--- config.mk ---
export PLATFORM = sky130hd
export DESIGN_NAME = param_shift_pipe
export DESIGN_NICKNAME = d
export VERILOG_FILES = /design/src/rtl/shift_pkg.sv /design/src/rtl/shift_stage.sv /design/src/rtl/param_shift_pipe.sv
export SDC_FILE = /design/constraint.sdc
export NUM_CORES = 1
export LEC_CHECK = 0
export CAP_MARGIN = 20
export CORE_ASPECT_RATIO = 1.75
export CORE_UTILIZATION = 30
export CTS_CLUSTER_SIZE = 10
export DETAILED_ROUTE_END_ITERATION = 7
export REMOVE_ABC_BUFFERS = 1
export SETUP_SLACK_MARGIN = 0.2
export SLEW_MARGIN = 20
export SYNTH_ARGS = -nofsm -noshare
export SYNTH_HDL_FRONTEND = slang
export SYNTH_SLANG_ARGS = --single-unit
--- constraint.sdc ---
create_clock -name clk -period 1.85 [get_ports clk]
set_input_delay 0.37 -clock clk [delete_from_list [all_inputs] [get_ports clk]]
set_output_delay 0.37 -clock clk [all_outputs]
set_load 0.05 [all_outputs]
--- src/rtl/shift_pkg.sv ---
// rtl/shift_pkg.sv - operation encodings and helpers for the pipelined shift/rotate unit
package shift_pkg;

    typedef enum logic [2:0] {
        OP_SLL = 3'd0,
        OP_SRL = 3'd1,
        OP_SRA = 3'd2,
        OP_ROL = 3'd3,
        OP_ROR = 3'd4
    } shift_op_e;

    // Encodings 5..7 are reserved: the operand passes through and is flagged.
    function automatic logic is_reserved_op(input logic [2:0] op);
        return op > 3'd4;
    endfunction

endpackage

--- src/rtl/shift_stage.sv ---
// rtl/shift_stage.sv - one registered log-stage: shift/rotate by 2^STAGE_IDX when its shamt bit is set
module shift_stage
    import shift_pkg::*;
#(
    parameter int WIDTH     = 32,
    parameter int TAG_W     = 4,
    parameter int SHAMT_W   = 5,
    parameter int STAGE_IDX = 0
) (
    input  logic               clk,
    input  logic               rst,
    input  logic               src_tvalid,
    output logic               src_tready,
    input  logic [WIDTH-1:0]   src_tdata,
    input  logic [2:0]         src_op,
    input  logic [SHAMT_W-1:0] src_shamt,
    input  logic               src_sign,
    input  logic [TAG_W-1:0]   src_tag,
    input  logic               src_err,
    output logic               dst_tvalid,
    input  logic               dst_tready,
    output logic [WIDTH-1:0]   dst_tdata,
    output logic [2:0]         dst_op,
    output logic [SHAMT_W-1:0] dst_shamt,
    output logic               dst_sign,
    output logic [TAG_W-1:0]   dst_tag,
    output logic               dst_err
);

    localparam int STEP = 1 << STAGE_IDX;

    logic [WIDTH-1:0] shifted;
    logic [WIDTH-1:0] fill;

    always_comb begin
        shifted = src_tdata;
        // Bits vacated at the top by SRA take the sign captured at pipeline entry.
        fill    = src_sign ? ~({WIDTH{1'b1}} >> STEP) : '0;
        if (src_shamt[STAGE_IDX] && !src_err) begin
            case (src_op)
                OP_SLL:  shifted = src_tdata << STEP;
                OP_SRL:  shifted = src_tdata >> STEP;
                OP_SRA:  shifted = (src_tdata >> STEP) | fill;
                OP_ROL:  shifted = (src_tdata << STEP) | (src_tdata >> (WIDTH - STEP));
                OP_ROR:  shifted = (src_tdata >> STEP) | (src_tdata << (WIDTH - STEP));
                default: shifted = src_tdata;
            endcase
        end
    end

    assign src_tready = !dst_tvalid || dst_tready;

    always_ff @(posedge clk) begin
        if (rst) begin
            dst_tvalid <= 1'b0;
            dst_tdata  <= '0;
            dst_op     <= '0;
            dst_shamt  <= '0;
            dst_sign   <= 1'b0;
            dst_tag    <= '0;
            dst_err    <= 1'b0;
        end else if (src_tready) begin
            dst_tvalid <= src_tvalid;
            if (src_tvalid) begin
                dst_tdata <= shifted;
                dst_op    <= src_op;
                dst_shamt <= src_shamt;
                dst_sign  <= src_sign;
                dst_tag   <= src_tag;
                dst_err   <= src_err;
            end
        end
    end

endmodule

--- src/rtl/param_shift_pipe.sv ---
// rtl/param_shift_pipe.sv - pipelined WIDTH-bit shift/rotate unit with valid/ready backpressure
module param_shift_pipe
    import shift_pkg::*;
#(
    parameter  int WIDTH   = 32,
    parameter  int TAG_W   = 4,
    localparam int SHAMT_W = $clog2(WIDTH)
) (
    input  logic               clk,
    input  logic               rst,
    input  logic               in_valid,
    output logic               in_ready,
    input  logic [WIDTH-1:0]   in_data,
    input  logic [SHAMT_W-1:0] in_shamt,
    input  logic [2:0]         in_op,
    input  logic [TAG_W-1:0]   in_tag,
    output logic               out_valid,
    input  logic               out_ready,
    output logic [WIDTH-1:0]   out_data,
    output logic [TAG_W-1:0]   out_tag,
    output logic               out_err
);

    if (WIDTH < 2 || (WIDTH & (WIDTH - 1)) != 0) begin : g_bad_width
        $error("param_shift_pipe: WIDTH must be a power of two >= 2");
    end

    // Index k is the input of stage k; index SHAMT_W is the final result.
    logic               vld   [SHAMT_W+1];
    logic [WIDTH-1:0]   dat   [SHAMT_W+1];
    logic [2:0]         op    [SHAMT_W+1];
    logic [SHAMT_W-1:0] shamt [SHAMT_W+1];
    logic               sgn   [SHAMT_W+1];
    logic [TAG_W-1:0]   tag   [SHAMT_W+1];
    logic               err   [SHAMT_W+1];

    assign vld[0]   = in_valid;
    assign dat[0]   = in_data;
    assign op[0]    = in_op;
    assign shamt[0] = in_shamt;
    assign sgn[0]   = in_data[WIDTH-1];
    assign tag[0]   = in_tag;
    assign err[0]   = is_reserved_op(in_op);

    for (genvar k = 0; k < SHAMT_W; k++) begin : g_stage
        logic rdy;
        logic rdy_dn;

        // Ready chain is kept per block so each link is its own net.
        if (k == SHAMT_W - 1) begin : g_tail
            assign rdy_dn = out_ready;
        end else begin : g_link
            assign rdy_dn = g_stage[k+1].rdy;
        end

        shift_stage #(
            .WIDTH     (WIDTH),
            .TAG_W     (TAG_W),
            .SHAMT_W   (SHAMT_W),
            .STAGE_IDX (k)
        ) u_stage (
            .clk        (clk),
            .rst        (rst),
            .src_tvalid (vld[k]),
            .src_tready (rdy),
            .src_tdata  (dat[k]),
            .src_op     (op[k]),
            .src_shamt  (shamt[k]),
            .src_sign   (sgn[k]),
            .src_tag    (tag[k]),
            .src_err    (err[k]),
            .dst_tvalid (vld[k+1]),
            .dst_tready (rdy_dn),
            .dst_tdata  (dat[k+1]),
            .dst_op     (op[k+1]),
            .dst_shamt  (shamt[k+1]),
            .dst_sign   (sgn[k+1]),
            .dst_tag    (tag[k+1]),
            .dst_err    (err[k+1])
        );
    end

    assign in_ready  = g_stage[0].rdy;
    assign out_valid = vld[SHAMT_W];
    assign out_data  = dat[SHAMT_W];
    assign out_tag   = tag[SHAMT_W];
    assign out_err   = err[SHAMT_W];

    logic unused_tail;
    assign unused_tail = ^{op[SHAMT_W], shamt[SHAMT_W], sgn[SHAMT_W]};

endmodule

==> results.yml <==
final_layout:
  layout_common_cells: "nand2_1 (213), dfxtp_1 (208), o21ai_0 (142)"
  drive_above_1_share: 0.209
  diodes: 0
  syn2layout_area_growth_pct: 30.2
  mostFrequentLayoutCell: "nand2_1"
  final_nets: 1602
global_routing:
  antenna_found_initial: 0
  grt_overflow: 0
  grt_pass1_vias: 11000
  grt_use_total: 0.178
  grt_pass1_wl_um: 56600
  grt_start_max_net_pins: 69
placed_design:
  io_buffers: 86
  place_congestion: 0.890
  hpwl_um: 25500
clock_tree:
  clock-sinks: 216
  clkTransAtPathRegs_ps: 60
  numCtsBuffers: 25
  clockBufferDepth: 3
  clockRootBuffer: "clkbuf_16"
  cts_tree: "yes"
  clock_latency_ps: 530
  cts_htree_levels: 1
setup_path:
  arrival_ps: 2270
  critPathBufInv: 3
  worstPathRequired_ps: 2280
  slowest_stage: "or4b_4"
  start_kind: "flop"
  crit_path_end_kind: "flop"
  path_cells: "buf_8 > or4b_4 > buf_12 > buf_16 > o22ai_2 > nand2_1 > a31o_1"
  cpPeakStageDelay_ps: 580
  critPathKind: "flop to flop"
  crit_family: "simple AND/OR/NAND/NOR gates"
  crit_fanout: 5
logic_synthesis:
  syn_inst: 1466
  synth_edf_count: 0
  synth_largest_area_cell: "dfxtp_1"
  synth_top_area_frac: 0.377
  yosys-top-cells-area: "dfxtp_1 (38%), nand2_1 (7.0%), o21ai_0 (6.4%)"
  seq_area_frac_synth: 0.377
  synth_flop_cell: "dfxtp_1"
  synth-async-reset-ratio: 0
  synth_cell_types: 69
  ys_ff_latch: 216
  syn_avg_cell_area_um2: 7.82
  syn_area_mm2: 0.0115
  ys_warn_count: 0
run_status:
  status: "completed"
timing:
  min_period_over_period: 0.997
  tightest_slew_ps: 575
  max_freq_mhz: 542
  grt_setup_unrepaired: "true"
  min_period_ps: 1840
  setup_viol: 0
  clock_skew_ps: 15.2
  whs_ps: 299
  maxSlewViolCount: 0
  timing.final.hold_violations: 0
  slew_headroom: 0.616
routing:
  post_drt_wl_per_cell_um: 18.2
  drc: 0
  drt_iter0_drc: 696
  antenna_left: 0
  dr.pass1.iters: 8
  post_drt_via_cell_ratio: 5.55
  vias: 11300
  wirelength_um: 37000
floorplanning:
  core_mm2: 0.0376
  io_pins: 87
  fp.dieW_um: 150
  die_area_mm2: 0.0390
  start_util: 0.305
  die_h_um: 261
  num_rows: 94
power_and_ir_drop:
  peakVddDrop_mv: 0.486
  p_switching_mw: 2.77
  leakage_nw: 5.30
  finalPower_mw: 10.6
  switching_share: 0.261
  p_seq_frac: 0.470
  clkPwrFrac: 0.400
  p_comb_frac: 0.130
  p_per_area_mw_per_mm2: 712
  intPower_mw: 7.86
min_path:
  min_path_type: "input pin to flop"
run:
  cap_violations: 0
## stage by stage
stage          area, um2  cells   util  worst slack [ps]  TNS (ps)
6_report           14900   2036  0.397              5.47         0
2_1_floorplan      10700   1305      -             -1290   -164340
3_5_place_dp       13300   1981  0.352              -275    -14310
5_1_grt            14900   2036  0.397             -51.3      -142
3_3_place_gp       13300   1981  0.352              -318    -14470
4_1_cts            14400   2023  0.382              7.13         0
## cells by family after synthesis
| family | share of synthesized area |
|---|---|
| multiplexers | 0.0474 |
| AO/OA/AOI/OAI | 0.285 |
| flip-flops | 0.377 |
| XOR/XNOR | 0.00600 |
| adder cells (fa/ha/maj) | 0.00786 |
| AND/OR/NAND/NOR | 0.197 |
| buffers and inverters | 0.0799 |
## timing repair
| action | in CTS | in global routing |
|---|---|---|
| gates resized for setup | 72 | 70 |
| hold buffers | 0 | 0 |
| cloned | 2 | 6 |
| setup buffers | 11 | 7 |
| pin swaps | 33 | 36 |
| endpoints found under the setup margin | 43 | 66 |
## cells in the mapped netlist, drive strengths merged (27+ instances only)
master	instances
o32ai	27
nand2	215
inv	34
nand3	67
dfxtp	216
clkbuf	78
a21oi	77
buf	83
and3	40
o21ai	169
nand2b	37
o22ai	65
nor2	89
mux2	34
o221ai	45
## metal layers
metal	vias up	GRT usage	routed length, um
met5	-	0	0
met4	0	0.0873	1760
met3	105	0.0184	1230
met2	290	0.343	20200
met1	5407	0.188	13800
li1	5499	-	-
## registers in the layout, summed over array words and instances, names as in the netlist
| name | flops |
|---|---|
| g_stage.u_stage.dst_tag | 20 |
| g_stage.u_stage.dst_sign | 4 |
| g_stage.u_stage.dst_shamt | 10 |
| g_stage.u_stage.dst_err | 5 |
| g_stage.u_stage.dst_tvalid | 5 |
| g_stage.u_stage.dst_op | 12 |
| g_stage.u_stage.dst_tdata | 160 |
## worst min-delay path: stages
cell and delay, ps:
buf_2 120, inv_2 130, o21ai_0 110, a31oi_1 50
## layout make-up
class	count	area [um2]
multi-input cells	1054	6830
clock buffers	29	641
inverters	35	131
well taps	480	601
repair buffers	222	2390
fillers	3837	22700
flip-flops and latches	216	4340
## power by group through the flow
stage / Sequential, mW / Clock, mW / Combinational (mW)
floorplan: 5.04 / 0 / 0.627
global placement: 5.08 / 0 / 1.21
detailed placement: 5.08 / 0 / 1.22
CTS: 4.98 / 4.33 / 1.28
global route: 5.01 / 4.51 / 1.49
finish: 4.99 / 4.25 / 1.39
## path summary, 6_finish.rpt
check                                                    from                                to  slack (ps)  cells past startpoint
worst max-delay path             g_stage[1].u_stage.dst_op[0]  g_stage[2].u_stage.dst_tdata[21]           5                      7
worst max register to register   g_stage[1].u_stage.dst_op[0]  g_stage[2].u_stage.dst_tdata[21]           5                      7
worst min-delay path                                      rst  g_stage[1].u_stage.dst_tdata[29]         300                      4
worst min register to register  g_stage[2].u_stage.dst_tag[2]     g_stage[3].u_stage.dst_tag[2]         450                      2
Note: power is estimated with default switching activity, not from simulation.
